**src/rtl/fetch_unit_pkg.sv**
```systemverilog
// Shared fetch-side definitions: FSM encodings, reset PC default,
// buffer entry layout and the memory command codes used on this bus.
package fetch_unit_pkg;

   localparam logic [31:0] FETCH_RESET_PC = 32'h0000_0000;

   localparam logic [1:0] MEM_CMD_NONE  = 2'd0;
   localparam logic [1:0] MEM_CMD_READ  = 2'd1;
   localparam logic [1:0] MEM_CMD_WRITE = 2'd2;

   typedef enum logic [1:0] {
      ST_IDLE  = 2'd0,
      ST_WAIT  = 2'd1,
      ST_DRAIN = 2'd2
   } fetch_state_e;

   typedef struct packed {
      logic [31:0] pc;
      logic [31:0] data;
   } fetch_entry_t;

   function automatic logic [31:0] align_word(input logic [31:0] a);
      return {a[31:2], 2'b00};
   endfunction

endpackage

```
**src/rtl/fetch_buffer.sv**
```systemverilog
// Small synchronous FIFO of {pc,data} entries between fetch and decode.
// Flush dominates push/pop; a push into a full buffer needs a same-cycle pop.
module fetch_buffer
   import fetch_unit_pkg::*;
#(
   parameter int DEPTH = 2,
   localparam int CW   = $clog2(DEPTH + 1)
) (
   input  logic          clk,
   input  logic          reset,
   input  logic          push,
   input  logic          pop,
   input  logic          flush,
   input  fetch_entry_t  push_entry,
   output logic [CW-1:0] count,
   output fetch_entry_t  head
);

   localparam int PW = $clog2(DEPTH);

   fetch_entry_t  mem [DEPTH];
   logic [PW-1:0] wr_ptr;
   logic [PW-1:0] rd_ptr;
   logic          full;
   logic          do_pop;

   assign full   = (count == CW'(DEPTH));
   assign do_pop = pop && (count != '0);
   assign head   = mem[rd_ptr];

   always_ff @(posedge clk) begin
      if (reset || flush) begin
         wr_ptr <= '0;
         rd_ptr <= '0;
         count  <= '0;
      end else begin
         if (push)   wr_ptr <= wr_ptr + 1'b1;
         if (do_pop) rd_ptr <= rd_ptr + 1'b1;
         case ({push, do_pop})
            2'b10:   count <= count + 1'b1;
            2'b01:   count <= count - 1'b1;
            default: count <= count;
         endcase
      end
   end

   // Storage carries no reset; only the pointers/count define validity.
   always_ff @(posedge clk) begin
      if (!reset && !flush && push) mem[wr_ptr] <= push_entry;
   end

   overflow_chk: assert property (@(posedge clk) disable iff (reset || flush)
                                  !(push && full && !pop));

endmodule

```
**src/rtl/fetch_unit.sv**
```systemverilog
// Instruction fetch front end: one outstanding request to memory_system,
// redirect/flush handling, and a small buffer presenting words to decode.
module fetch_unit
   import fetch_unit_pkg::*;
#(
   parameter logic [31:0] RESET_PC  = FETCH_RESET_PC,
   parameter int          BUF_DEPTH = 2
) (
   input  logic        clk,
   input  logic        reset,
   output logic [31:0] fetch_addr,
   output logic        fetch_request,
   input  logic        fetch_data_valid,
   input  logic [31:0] request_data,
   input  logic        mem_stall,
   input  logic        redirect_valid,
   input  logic [31:0] redirect_pc,
   output logic        inst_valid,
   output logic [31:0] inst_data,
   output logic [31:0] inst_pc,
   input  logic        inst_ready
);

   localparam int CW = $clog2(BUF_DEPTH + 1);

   fetch_state_e  state;
   fetch_state_e  state_nxt;
   logic [31:0]   pc;
   logic [31:0]   pc_nxt;
   logic [31:0]   req_addr;
   logic [CW-1:0] count;
   logic          pop;
   logic          push;
   logic          flush;
   logic          has_free;
   logic          issue;
   fetch_entry_t  head;
   fetch_entry_t  push_entry;
   logic          unused_stall;

   assign unused_stall = mem_stall;

   assign inst_valid = !reset && (count != '0);
   assign inst_data  = head.data;
   assign inst_pc    = head.pc;
   assign pop        = inst_valid && inst_ready;
   assign flush      = redirect_valid && !reset;
   assign push_entry = '{pc: req_addr, data: request_data};

   // free = BUF_DEPTH - count + pop; only its sign matters for issuing.
   assign has_free = (int'(count) < BUF_DEPTH) || pop;

   always_comb begin
      state_nxt     = state;
      pc_nxt        = pc;
      push          = 1'b0;
      issue         = 1'b0;
      fetch_request = 1'b0;
      fetch_addr    = pc;
      case (state)
         ST_IDLE: begin
            if (!redirect_valid && has_free) begin
               fetch_request = 1'b1;
               issue         = 1'b1;
               state_nxt     = ST_WAIT;
            end
         end
         ST_WAIT: begin
            fetch_request = 1'b1;
            fetch_addr    = req_addr;
            if (fetch_data_valid) begin
               state_nxt = ST_IDLE;
               if (!redirect_valid) begin
                  push   = 1'b1;
                  pc_nxt = req_addr + 32'd4;
               end
            end else if (redirect_valid) begin
               state_nxt = ST_DRAIN;
            end
         end
         ST_DRAIN: begin
            fetch_request = 1'b1;
            fetch_addr    = req_addr;
            if (fetch_data_valid) state_nxt = ST_IDLE;
         end
         default: state_nxt = ST_IDLE;
      endcase
      if (redirect_valid) pc_nxt = align_word(redirect_pc);
      // Reset drops any in-flight request at once and ignores its response.
      if (reset) begin
         fetch_request = 1'b0;
         fetch_addr    = RESET_PC;
         push          = 1'b0;
      end
   end

   always_ff @(posedge clk) begin
      if (reset) begin
         state    <= ST_IDLE;
         pc       <= RESET_PC;
         req_addr <= RESET_PC;
      end else begin
         state <= state_nxt;
         pc    <= pc_nxt;
         if (issue) req_addr <= pc;
      end
   end

   fetch_buffer #(.DEPTH(BUF_DEPTH)) u_buf (
      .clk        (clk),
      .reset      (reset),
      .push       (push),
      .pop        (pop),
      .flush      (flush),
      .push_entry (push_entry),
      .count      (count),
      .head       (head)
   );

endmodule

```
**config.mk**
```make
export PLATFORM = sky130hd
export DESIGN_NAME = fetch_unit
export DESIGN_NICKNAME = d
export VERILOG_FILES = /design/src/rtl/fetch_unit_pkg.sv /design/src/rtl/fetch_buffer.sv /design/src/rtl/fetch_unit.sv
export SDC_FILE = /design/constraint.sdc
export NUM_CORES = 1
export LEC_CHECK = 0
export CORE_MARGIN = 2
export CORE_UTILIZATION = 30
export CTS_BUF_LIST = sky130_fd_sc_hd__clkbuf_8
export CTS_CLUSTER_SIZE = 40
export DETAILED_ROUTE_END_ITERATION = 7
export SLEW_MARGIN = 10
export SYNTH_ARGS = -nofsm -noshare
export SYNTH_HDL_FRONTEND = slang
export SYNTH_HIERARCHICAL = 1
export SYNTH_SLANG_ARGS = --single-unit
export TNS_END_PERCENT = 30
```
**constraint.sdc**
```tcl
create_clock -name clk -period 13.3 [get_ports clk]
set_input_delay 2.66 -clock clk [delete_from_list [all_inputs] [get_ports clk]]
set_output_delay 2.66 -clock clk [all_outputs]
set_load 0.01 [all_outputs]
```
Word level (Yosys, flattened, before mapping)
Memories as Yosys holds them, arrays and structs flattened. A register that Yosys moved wholly into a read port is not among the register bits.
Index checks and enable logic that the tools add are counted.
{"block": "totals", "regBits": 70, "ramBits": 128, "out_inout_bits": 98, "wordCells": 66, "mem_count": 1}
{"block": "classes", "add_sub_neg": 5, "order_cmp": 1, "n_eq_ne": 7, "muxes": 23, "n_reduce_logical": 22}
{"name": "u_buf.mem", "words": 2, "width": 64, "rd": 1, "rd_ports_with_merged_regs": 1, "wr": 1, "line": "fetch_buffer.sv:21", "source": "fetch_entry_t mem [DEPTH];"}
{"cell": "$mux W32", "n": 5}
{"cell": "$add A32 B3 Y32 const B", "n": 1}
{"cell": "$mux W1", "n": 11}
{"cell": "$mux W2", "n": 4}
{"cell": "$reduce_bool A2 Y1", "n": 4}
{"cell": "$logic_and A1 B1 Y1", "n": 7}
{"cell": "$pmux W2 S3", "n": 1}
{"cell": "$eq A2 B1 Y1 const B", "n": 2}
{"cell": "$eq A2 B2 Y1 const B", "n": 2}
{"cell": "$ne A2 B2 Y1 const B", "n": 2}
{"cell": "$pmux W2 S2", "n": 1}
{"cell": "$reduce_and A2 Y1", "n": 2}
{"cell": "$reduce_or A2 Y1", "n": 2}
{"cell": "$logic_not A1 Y1", "n": 3}
{"cell": "$ne A3 B3 Y1 const B", "n": 1}
{"cell": "$reduce_and A3 Y1", "n": 1}
{"cell": "$add A1 B1 Y1 const B", "n": 2}
{"cell": "$add A2 B1 Y2 const B", "n": 1}
{"cell": "$logic_not A2 Y1", "n": 1}
{"cell": "$logic_or A1 B1 Y1", "n": 2}
{"cell": "$lt A2 B2 Y1 const B", "n": 1}
{"cell": "$pmux W1 S2", "n": 1}
{"cell": "$sub A2 B1 Y2 const B", "n": 1}

Logic depth before layout (Yosys ltp)
Gate-level depths: netlist (run 1).
{"block": "depth", "depth_word": 8, "ltp_mapped": 12, "depth_no_buf": 10}

Hierarchy
The synthesis (run 1) kept the hierarchy.
{"mod": "fetch_buffer", "instances": 1, "cells_each": 221, "area_per_inst_um2": 4828.4, "seq_area_each_um2": 3943.8}
{"mod": "fetch_unit", "instances": 1, "cells_each": 487, "area_per_inst_um2": 3719.8, "seq_area_each_um2": 1321.3}

Least setup slack after synthesis (run 1)
No wires, ideal clock.
{"block": "synth_path", "kind": "input -> register", "start": "input fetch_data_valid", "end": "memory u_buf/mem[0][0] (netlist name) (enable)", "arrival_ps": 9858, "required_time_ps": 12656, "slack_ps": 2798, "cell_stages": 7, "path_buffers": 2, "cell_sequence": "and2_1 clkbuf_1 nand2_1 clkbuf_1 inv_1 inv_1 nor4_1"}
{"block": "synth_between", "elab_chain_cells": 6}
{"element": "start: declaration", "line": "fetch_unit.sv:13", "source": "input logic fetch_data_valid,"}
{"element": "$mux W1", "line": "fetch_unit.sv:71", "source": "if (fetch_data_valid) begin"}
{"element": "$mux W1", "line": "fetch_unit.sv:60", "source": "case (state)"}
{"element": "$mux W1", "line": "fetch_unit.sv:90", "source": "if (reset) begin"}
{"element": "via push", "line": "fetch_unit.sv:33", "source": "logic push;"}
{"element": "$logic_and A1 B1 Y1", "line": "fetch_buffer.sv:49", "source": "if (!reset && !flush && push) mem[wr_ptr] <= push_entry;"}
{"element": "$mux W1", "line": "fetch_buffer.sv:49"}
{"element": "$mux W1 (implied by the code)", "line": "fetch_buffer.sv:49"}
{"element": "end: declaration", "line": "fetch_buffer.sv:21"}
The timed path passes the listed nets, and every way through them passes these cells.

Worst setup path after layout (run 1)
{"block": "layout_path", "start": "input redirect_valid", "end": "output fetch_request"}
{"block": "layout_between", "elab_chain_cells": 5}
{"element": "start: declaration", "line": "fetch_unit.sv:16", "source": "input logic redirect_valid,"}
{"element": "$logic_not A1 Y1"}
{"element": "$logic_and A1 B1 Y1", "line": "fetch_unit.sv:62", "source": "if (!redirect_valid && has_free) begin"}
{"element": "$mux W1", "line": "fetch_unit.sv:62"}
{"element": "$pmux W1 S2", "line": "fetch_unit.sv:60"}
{"element": "$mux W1", "line": "fetch_unit.sv:90"}
{"element": "end: declaration", "line": "fetch_unit.sv:12", "source": "output logic fetch_request,"}
No other way between the ends.

==> results of run 1 <==
==> Yosys cell counts (all sizes together), types with 2 or more instances <==
library cell | number | area [um2]
edfxtp | 128 | 3844
a21boi | 2 | 15.02
and4 | 2 | 17.52
nor4 | 11 | 96.34
inv | 10 | 37.54
o21ai | 7 | 35.03
ha | 7 | 87.58
nand3 | 10 | 55.05
dfxtp | 71 | 1421
xnor2 | 19 | 166.4
buf | 17 | 106.4
a22o | 2 | 17.52
a221oi | 4 | 35.03
nor3 | 12 | 60.06
nor2 | 55 | 206.5
mux2 | 64 | 720.7
and2 | 3 | 18.77
nand4 | 9 | 68.81
o22ai | 17 | 106.4
and3 | 24 | 150.1
nand2 | 85 | 319.1
xor2 | 11 | 96.34
mux2i | 36 | 360.4
or3 | 4 | 25.02
clkbuf | 31 | 117.6
a21oi | 58 | 290.3
a211oi | 2 | 15.01
==> flip-flops by register name, indices dropped and copies added (netlist names), named ones only <==
signal and cells:
u_buf/mem 128, req_addr 32, pc 32, u_buf/count 2, u_buf/wr_ptr 1, state 2
u_buf/rd_ptr 1
==> per-layer routing <==
layer | vias up | global-route usage | wire length (um)
li1 | 2841 | - | -
met1 | 2912 | 0.1907 | 10030
met2 | 141 | 0.2387 | 10450
met3 | 25 | 0.03034 | 857
met4 | 0 | 0.04520 | 356
met5 | - | 0 | 0
==> logic make-up after synthesis <==
group / count (synthesis)
flip-flops: 199
AO/OA/AOI/OAI: 96
AND/OR/NAND/NOR: 218
buffers and inverters: 58
multiplexers: 100
XOR/XNOR: 30
adder cells (fa/ha/maj): 7
==> area by class of cell <==
| cell class | count | area [um2] |
|---|---|---|
| multi-input cells | 451 | 3035 |
| inverters | 10 | 37.54 |
| flip-flops and latches | 199 | 5269 |
| repair buffers | 171 | 1692 |
| fillers | 2724 | 17090 |
| clock buffers | 17 | 234.0 |
| well taps | 378 | 473.0 |
| clock inverters | 15 | 107.6 |
==> through the flow <==
stage / power, W / util / setup WS [ns]
after floorplan: 0.0007688 / - / 2.798
after global placement: 0.0008315 / 0.3761 / 6.051
after detailed placement: 0.0008329 / 0.3761 / 6.088
after CTS: 0.001186 / 0.3883 / 6.065
after global routing: 0.001219 / 0.3883 / 5.899
final: 0.001167 / 0.3883 / 6.070
==> worst max path at each step <==
stage,from,endpoint,slack [ns]
final,redirect_valid,fetch_request,6.07
after global routing,redirect_valid,fetch_request,5.90
after CTS,redirect_valid,fetch_request,6.06
after detailed placement,redirect_valid,fetch_request,6.09
after global placement,redirect_valid,fetch_request,6.05
after floorplan,fetch_data_valid,u_buf/mem[0][0],2.80
==> worst max-delay path, stage by stage <==
cell and delay, ns:
clkdlybuf4s50_1 0.39, buf_4 0.27, a21oi_1 0.27, and2_1 0.18, nor2_1 0.04, nor3_1 0.16, clkdlybuf4s50_1 0.57
==> power by group through the flow <==
| stage | clock network [W] | registers [W] | logic (W) |
|---|---|---|---|
| 2_1_floorplan | 0 | 0.000690 | 0.0000792 |
| 3_3_place_gp | 0 | 0.000694 | 0.000138 |
| 3_5_place_dp | 0 | 0.000694 | 0.000139 |
| 4_1_cts | 0.000367 | 0.000680 | 0.000139 |
| 5_1_grt | 0.000388 | 0.000683 | 0.000149 |
| 6_report | 0.000350 | 0.000680 | 0.000137 |
==> summary.txt, run 1 <==
largest family of logic cells by synthesized area: multiplexers
WHS: 0.4670 ns
Syn-to-layout area delta: 26.90%
HPWL after detailed placement: 13280 um
grt total ovfl: 0
Synth Register Bits: 199
gpl congestion: 0.7632
clk sinks: 199
xor-xnor portion of the synthesized cell area: 0.03074
outcome: finished, final reports clean
PortBufs: 164
combinational fraction of design power: 0.117
Post-DP Area: 10510 um2
# diodes: 0
Fin. Hold Viols: 0
CTS H-Tree Depth: 4
most frequent cells in the layout: 163 x clkdlybuf4s50_1, 128 x edfxtp_1, 85 x nand2_1, 70 x dfxtp_1, 64 x mux2_2
Distinct cells, synth: 43
final WL: 21700 um
r2r worst-path depth: 9
startpoint types: input pin
CTS root buffer: clkbuf_8
Setup Buffers After CTS: 0
top_reg_cell synth: edfxtp_1
drt via density: 4.770
Starting DRT DRC Count: 312
CTS Buffer Depth: 2
row count: 61
floorplan core area: 27930 um2
area fraction in compound gates after synthesis: 0.06426
asr flop ratio synth: 0
Fin Setup TNS: 0 ns
Reg-to-Reg Start: state[1]
CP Max Fanout: 36
Final min period: 7.230 ns
switch share: 0.2631
r2r setup slk: 10.14 ns
Initial Util: 0.3060
share of layout cells above drive strength 1: 0.1286
drt pass-1 iters: 4
DR WL/cell: 17.49 um
PwrDens: 107.6 nW/um2
clk_lat worst skew: 0.47 ns
# hold bufs at CTS: 0
Max VDD drop: 0.00005501 V
mapped cell area: 8548 um2
Max-cap violations: 0
Synth Warn #: 6
HP Class: reg -> reg
die width: 172.8 um
end of the worst register-to-register path: u_buf/mem[0][5]
Post-Syn Instances: 708
vias post-DR: 5919
relative slew slack: 0.2339
max-slew violations: 0
Psw: 0.0003072 W
Placed Instances: 1209
gr usage total: 0.1447
clock power share: 0.300
Mapped Nets: 785
EDFF count, synth: 128
syn avg cell area: 12.07 um2
Min-Delay Endpoint: req_addr[18]
CP Class: in -> out
Boundary Pins: 168
leakage: 3.593 nW
Hold Path Depth: 2
largest net degree at the start of global routing: 65
first-pass GRT wire length: 33600 um
initial antenna violation count: 0
Final Cycle Share: 0.5436
final net count: 927
Reg clk slew, reported paths: 0.09 ns
Synth Area in Adders: 0.01025
post-route insts no fill: 1241
proportion of synthesized area in mux cells: 0.1265
Worst Skew: 0.02198 ns
post-route cell area: 10850 um2
Die Span Y: 172.8 um
register area share after synthesis: 0.6159
Simple-Gate Fraction of Synth Area: 0.1218
Tightest Pin Transition: 1.149 ns
sequential share of power: 0.583
Num CTS Buffers: 17
Hold Path Origin: pc[18]
# setup viols final: 0
worst path arrival time: 4.57 ns
DRC viols: 0
commonest non-fill, non-tap cell in the layout: clkdlybuf4s50_1
Cell Int Power: 0.0008602 W
achievable frequency: 0.1383 GHz
Routed Antenna Nets: 0
vias in the first global route: 5927
total die area: 29860 um2
TritonCTS clock tree: yes
post-CTS sizing: 0
CP required: 10.64 ns
RSZ-0062 raised after global routing: false
CP Capture Type: output port
Note: power is estimated with default switching activity, not from simulation.
==> inputs of run 2 (changes only) <==
==> constraint.sdc (replaced) <==
create_clock -name clk -period 6.4 [get_ports clk]
set_input_delay 1.28 -clock clk [delete_from_list [all_inputs] [get_ports clk]]
set_output_delay 1.28 -clock clk [all_outputs]
set_load 0.01 [all_outputs]
==> run 2 against run 1 <==
Sequential cell count is the same; utilization rose by 0.12 points; worst hold slack about the same; setup slack worse by 4.1 ns; count of clock-buffer cells in the layout stayed put; routed wire length shrank 1.4%; sequential share of layout area decreased by 0.15 points; critical path depth down 2; cell area is 0.30% higher; die area stayed put; final cell count about the same; clock skew is 0.0028 ns lower; critical path type is now reg -> out.
==> summary.txt, run 2 (synthesis gave the netlist of run 1 again) <==
outcome: finished, final reports clean
CTS root buffer: clkbuf_8
TritonCTS clock tree: yes
pre-CTS setup slack: 1.665 ns
Final Worst Setup Slack: 2.014 ns
DRC viols: 0
vias post-DR: 5886
Setup Buffers After CTS: 0
Cell Int Power: 0.001795 W
first-pass GRT wire length: 33080 um
met1 Use GR: 0.1956
Biggest register: u_buf/mem
commonest non-fill, non-tap cell in the layout: clkdlybuf4s50_1
post-CTS sizing: 0
Fin. Hold Viols: 0
CP Max Fanout: 33
switch share: 0.2669
vias in the first global route: 5830
gpl congestion: 0.7527
PortBufs: 164
startpoint types: register
filler cell count: 2736
CP Capture Type: output port
HPWL after detailed placement: 13360 um
Worst Skew: 0.01916 ns
# diodes: 0
clk_lat worst skew: 0.47 ns
Boundary Pins: 168
largest net degree at the start of global routing: 65
Psw: 0.0006534 W
Max-cap violations: 0
total die area: 29860 um2
leakage: 3.602 nW
DR WL/cell: 17.22 um
Reg clk slew, reported paths: 0.11 ns
Max VDD drop: 0.00009701 V
share of layout cells above drive strength 1: 0.1319
combinational fraction of design power: 0.116
clock power share: 0.307
gr usage total: 0.1432
max reg flops: 128
clk sinks: 199
Syn-to-layout area delta: 27.28%
relative slew slack: 0.2496
RSZ-0062 raised after global routing: false
row count: 61
met3 GRT Util: 0.02441
Die Span Y: 172.8 um
GR Util met2: 0.2327
CTS H-Tree Depth: 4
CP Class: reg -> out
Final Cycle Share: 0.6853
achievable frequency: 0.2280 GHz
initial antenna violation count: 0
r2r setup slk: 3.40 ns
Final min period: 4.386 ns
floorplan core area: 27930 um2
Reg-to-Reg Start: state[1]
# hold bufs at CTS: 0
worst path arrival time: 3.11 ns
Routed Antenna Nets: 0
r2r worst-path depth: 9
end of the worst register-to-register path: u_buf/mem[0][2]
Fin Setup TNS: 0 ns
sequential share of power: 0.577
final WL: 21390 um
HP Class: reg -> reg
CTS Buffer Depth: 2
Starting DRT DRC Count: 387
Largest regs: u_buf/mem (128), pc (32), req_addr (32)
max-slew violations: 0
most frequent cells in the layout: 163 x clkdlybuf4s50_1, 128 x edfxtp_1, 85 x nand2_1, 70 x dfxtp_1, 64 x mux2_2
grt total ovfl: 0
final net count: 928
# setup viols final: 0
drt pass-1 iters: 4
PwrDens: 225.0 nW/um2
crit path to: fetch_addr[0]
die width: 172.8 um
drt via density: 4.739
Tightest Pin Transition: 1.126 ns
Num CTS Buffers: 17
global routing's busiest layer: met2
CP required: 5.12 ns
Initial Util: 0.3060
CP Launch Point: state[1]
==> run 2: how the worst min path moves through the flow <==
| stage | start | endpoint | slack [ns] | depth (start not counted) |
|---|---|---|---|---|
| floorplan | req_addr[4] | u_buf/mem[0][36] | 0.42 | 0 |
| global placement | pc[11] | req_addr[11] | 0.45 | 2 |
| detailed placement | pc[11] | req_addr[11] | 0.45 | 2 |
| CTS | pc[18] | req_addr[18] | 0.46 | 2 |
| global route | pc[30] | req_addr[30] | 0.48 | 2 |
| finish | pc[18] | req_addr[18] | 0.47 | 2 |
==> run 2: metrics by stage <==
stage	utilization	instance area, um2	hold WS, ns	total power (W)	std cells
6_report	0.3895	10880	0.4666	0.002448	1242
5_1_grt	0.3895	10880	0.4814	0.002547	1242
4_1_cts	0.3895	10880	0.4645	0.002480	1242
3_5_place_dp	0.3767	10520	0.4549	0.001729	1210
3_3_place_gp	0.3767	10520	0.4511	0.001727	1210
2_1_floorplan	-	8563	0.4202	0.001598	708
==> run 2: routing by layer <==
layer	vias up	part of all wire
met5	-	0
met4	0	0.013
met3	17	0.034
met2	143	0.47
met1	2888	0.48
li1	2838	-
==> run 2: cell type report <==
type	count	area, um2	share of cell area
multi-input combinational	451	3044	0.2798
timing repair buffer	172	1699	0.1562
sequential	199	5269	0.4842
clock buffer	17	234.0	0.02150
clock inverter	15	123.9	0.01138
inverter	10	37.54	0.003450
tap	378	473.0	0.04347
==> run 2: critical path: stages (launching register included) <==
cell and delay, ns:
dfxtp_1 0.40, inv_1 0.10, ha_2 1.09, mux2i_1 0.32, nor2_1 0.17, clkdlybuf4s50_1 0.55
==> run 2: power groups by stage <==
| stage | clock network [W] | logic, W | registers [W] |
|---|---|---|---|
| 3_5_place_dp | 0 | 0.000286 | 0.00144 |
| 2_1_floorplan | 0 | 0.000165 | 0.00143 |
| 4_1_cts | 0.000780 | 0.000287 | 0.00141 |
| 3_3_place_gp | 0 | 0.000285 | 0.00144 |
| 6_report | 0.000751 | 0.000284 | 0.00141 |
| 5_1_grt | 0.000821 | 0.000308 | 0.00142 |
==> inputs of run 3 (changes only) <==
==> constraint.sdc (replaced) <==
create_clock -name clk -period 3.7 [get_ports clk]
set_input_delay 0.74 -clock clk [delete_from_list [all_inputs] [get_ports clk]]
set_output_delay 0.74 -clock clk [all_outputs]
set_load 0.01 [all_outputs]
==> run 3 against run 2 <==
Worst hold slack better by 0.0022 ns; routed wire length up 1.4%; via count about the same; first-iteration DRC count down 8.0%; power up 80%; register-to-register slack worse by 2.0 ns; clock skew down 0.0022 ns; setup slack worse by 1.8 ns; critical path type unchanged; largest cell class unchanged; highest routed layer unchanged.
==> summary.txt, run 3 (synthesis gave the netlist of run 1 again) <==
CTS Buffer Depth: 2
initial antenna violation count: 1
relative slew slack: 0.6374
CP Capture Type: output port
largest net degree at the start of global routing: 106
Routed Antenna Nets: 0
Final min period: 3.485 ns
gr usage total: 0.1456
max reg flops: 128
first-pass GRT wire length: 33720 um
Core Util, Final: 0.3979
achievable frequency: 0.2870 GHz
TritonCTS clock tree: yes
outcome: finished, final reports clean
max-slew violations: 0
RSZ-0062 raised after global routing: false
gpl congestion: 0.7711
clk_lat worst skew: 0.46 ns
PwrDens: 396.6 nW/um2
grt total ovfl: 0
CP Max Fanout: 16
Boundary Pins: 168
DRC viols: 0
die width: 172.8 um
vias post-DR: 5885
final net count: 939
Fin. Hold Viols: 0
Starting DRT DRC Count: 356
Max-cap violations: 0
Max VDD drop: 0.0001936 V
Tightest Pin Transition: 0.5426 ns
Largest regs: u_buf/mem (128), pc (32), req_addr (32)
HP Class: reg -> reg
Worst Skew: 0.01697 ns
startpoint types: register
drt pass-1 iters: 4
# setup viols final: 0
PortBufs: 164
# hold bufs at CTS: 0
Die Span Y: 172.8 um
WHS: 0.4688 ns
Num CTS Buffers: 17
CTS root buffer: clkbuf_8
vias in the first global route: 5905
most frequent cells in the layout: 163 x clkdlybuf4s50_1, 128 x edfxtp_1, 84 x nand2_1, 70 x dfxtp_1, 64 x mux2_2
floorplan core area: 27930 um2
CTS H-Tree Depth: 4
drt via density: 4.689
share of layout cells above drive strength 1: 0.1486
clk sinks: 199
CP Class: reg -> out
final WL: 21690 um
commonest non-fill, non-tap cell in the layout: clkdlybuf4s50_1
leakage: 3.715 nW
Reg clk slew, reported paths: 0.11 ns
Syn-to-layout area delta: 30.02%
CP required: 2.96 ns
DR WL/cell: 17.28 um
Biggest register: u_buf/mem
Initial Util: 0.3060
post-CTS sizing: 0
total die area: 29860 um2
HPWL after detailed placement: 14080 um
worst path arrival time: 2.74 ns
Setup Buffers After CTS: 0
row count: 61
Final Cycle Share: 0.9418
-- run 3: changes by cell type in the layout (fill, tap and decap cells not counted), sizes merged --
cell	previous run	this run
buf	9	20
bufinv	0	2
clkbuf	17	20
clkinv	6	3
clkinvlp	3	1
diode	0	2
-- run 3: where the power goes --
part / leakage (nW) / internal, W / total (W) / switching, W
logic: 1.74 / 0.000244 / 0.000516 / 0.000272
clock network: 0.215 / 0.000668 / 0.00145 / 0.000778
registers: 1.76 / 0.00240 / 0.00245 / 0.0000489
total: 3.72 / 0.00331 / 0.00441 / 0.00110
-- run 3: per-stage QoR --
stage | setup TNS, ns | power, W | std cells | cell area (um2) | worst slack [ns]
after floorplan | -14.53 | 0.002774 | 708 | 8641 | -0.2271
after global placement | 0 | 0.003009 | 1221 | 10690 | 0.4324
after detailed placement | 0 | 0.003016 | 1221 | 10690 | 0.4892
after CTS | 0 | 0.004467 | 1253 | 11110 | 0.1561
after global routing | 0 | 0.004586 | 1253 | 11110 | 0.02983
final | 0 | 0.004408 | 1255 | 11110 | 0.2154
-- run 3: final timing paths --
path	start	endpoint	slack, ns	cells after the start
max reg2reg	req_addr[3]	pc[30]	1.37	6
min reg2reg	pc[27]	req_addr[27]	0.47	2
max	state[0]	fetch_addr[24]	0.22	6
min	pc[27]	req_addr[27]	0.47	2
-- run 3: critical path, stage by stage (launching register included) --
cell,delay [ns]
dfxtp_1,0.40
inv_1,0.10
ha_2,0.68
buf_12,0.26
mux2i_1,0.09
nor2_1,0.17
clkdlybuf4s50_1,0.57
-- run 3: layout make-up --
class | count | area [um2]
fill | 2721 | 16820
tap | 378 | 473.0
sequential | 199 | 5269
antenna | 2 | 5.005
inverter | 10 | 40.04
timing repair buffer | 183 | 1844
multi-input combinational | 451 | 3068
clock inverter | 12 | 140.1
clock buffer | 20 | 275.3
-- run 3: routing by layer --
metal	routed length (um)	GRT usage	vias up	part of all wire
met1	9870	0.1903	2831	0.46
met3	1136	0.03496	17	0.052
li1	-	-	2876	-
met5	0	0	-	0
met2	10340	0.2392	161	0.48
met4	338	0.04379	0	0.016
==> RTL change (flow settings as in run 1) <==
Reset style: asynchronous (`reset`), changed in one clocked block.
--- a/src/rtl/fetch_unit.sv
+++ b/src/rtl/fetch_unit.sv
@@ -96,3 +96,3 @@
 
-   always_ff @(posedge clk) begin
+   always_ff @(posedge clk or posedge reset) begin
       if (reset) begin
Formal check against the unedited RTL: same outputs for any inputs over 4 cycles, from zero or initial values and one cycle with reset high; that may be too few to reach the edited logic, so the function may still have changed.
==> RTL change against run 1 <==
Area after synthesis grew 1.8%. Final cell count down 4.2%. First-iteration DRC count decreased by 2.9%. Wire length decreased by 2.4%. Critical path type unchanged. Hold slack better by 0.039 ns. Final area up 2.7%. Worst setup slack gained 0.18 ns. Sequential cell count unchanged.
Power is not compared: it rests on default switching activity, and its combinational part moved more than twofold at a synthesized area within 25%.
==> RTL change: results (changes against run 1) <==
| Metric | Value |
|---|---|
| Met1 wire length | 9750 µm (was 10000 µm) |
| Sequential fraction of the synthesis area | 64.3% (was 61.6%) |
| Post-DP HPWL | 13000 µm (was 13300 µm) |
| Reg2reg start | state[1] (unchanged) |
| Final Cell Area | 11100 µm² (was 10800 µm²) |
| Clk_skew | 0.0149 ns (was 0.0220 ns) |
| Syn_nets | 712 (was 785) |
| Final #Nets | 869 (was 927) |
| Mux cell area share after synthesis | 16.6% (was 12.6%) |
| Synth Area in Compound Gates | 3.78% (was 6.43%) |
| Number of global-route vias before repair | 5804 (was 5927) |
| Critical path peak fanout | 44 (was 36) |
| Synth cell count leaders | 128 x edfxtp_1, 94 x mux2_2, 66 x dfrtp_1 (was 128 x edfxtp_1, 85 x nand2_1, 71 x dfxtp_1) |
| Multi-In Gates | 394 (was 451) |
| Power consumption | 1.80 mW |
| Post-synthesis xor/xnor area fraction | 2.52% (was 3.07%) |
| Pre-CTS WS | 6.26 ns (was 6.09 ns) |
| First-pass GRT wire length | 33000 µm (was 33600 µm) |
| Routed wire length | 21200 µm (was 21700 µm) |
| Worst setup margin | 6.25 ns (was 6.07 ns) |
| WP data arrival | 4.39 ns (was 4.57 ns) |
| Min-delay src | pc[7] (was pc[18]) |
| Hold Fails Final Rpt | 0 (unchanged) |
| Register Area | 5600 µm² (was 5270 µm²) |
| Logic inverters | 9 (was 10) |
| Synth Area in Adders | 1.01% (was 1.02%) |
| Drt initial violations | 303 (was 312) |
| Final GP Congestion | 0.745 (was 0.763) |
| Footprint of the multi-input gates | 2950 µm² (was 3040 µm²) |
| Proportion of layout cells with a drive suffix above 1 | 18.1% (was 12.9%) |
| Outcome | finished, final reports clean (unchanged) |
| Fraction of registers with async set or reset after synthesis | 33.2% (was 0%) |
| Met3 WL | 745 µm (was 857 µm) |
| Distinct cells, synth | 39 (was 43) |
| Reg-to-reg endpoint | u_buf/mem[0][8] (was u_buf/mem[0][5]) |
| DP Cell Count | 1157 (was 1209) |
| Non-Filler Instances | 1189 (was 1241) |
| Main area contributors after synthesis | edfxtp_1 44%, dfrtp_1 19%, mux2_2 12% (was edfxtp_1 45%, dfxtp_1 17%, mux2_2 8.4%) |
| Worst reg2reg path depth | 8 (was 9) |
| DR vias | 5579 (was 5919) |
| Hold slack | 0.506 ns (was 0.467 ns) |
| Hold endpoint | req_addr[7] (was req_addr[18]) |
| Routed wl met2 | 10300 µm (was 10500 µm) |
| Gr usage total | 14.2% (was 14.5%) |
| Worst Setup SP | reset (was redirect_valid) |
| Non-clock buffering overhead | 15.1% (was 15.6%) |
==> RTL change: changes by cell type after synthesis, moves of 9 or more <==
cell,change
o221ai_1,+10
dfrtp_1,+66
o21ai_0,+15
xnor2_1,-9
nand3_1,+11
mux2_2,+30
a21oi_1,-41
dfxtp_1,-66
o22ai_1,-17
nand2_1,-36
and3_1,-12
clkbuf_1,-9
==> RTL change: per-layer routing <==
| metal | GRT usage [%] | vias to the layer above |
|---|---|---|
| li1 | - | 2643 |
| met3 | 2.67 | 20 |
| met4 | 4.06 | 0 |
| met5 | 0 | - |
| met2 | 24.1 | 133 |
| met1 | 18.6 | 2783 |
==> RTL change: tightest hold or removal path: stages (launching register included) <==
cell and delay (ns):
dfrtp_1 0.37, nand2_1 0.05, o21ai_0 0.06
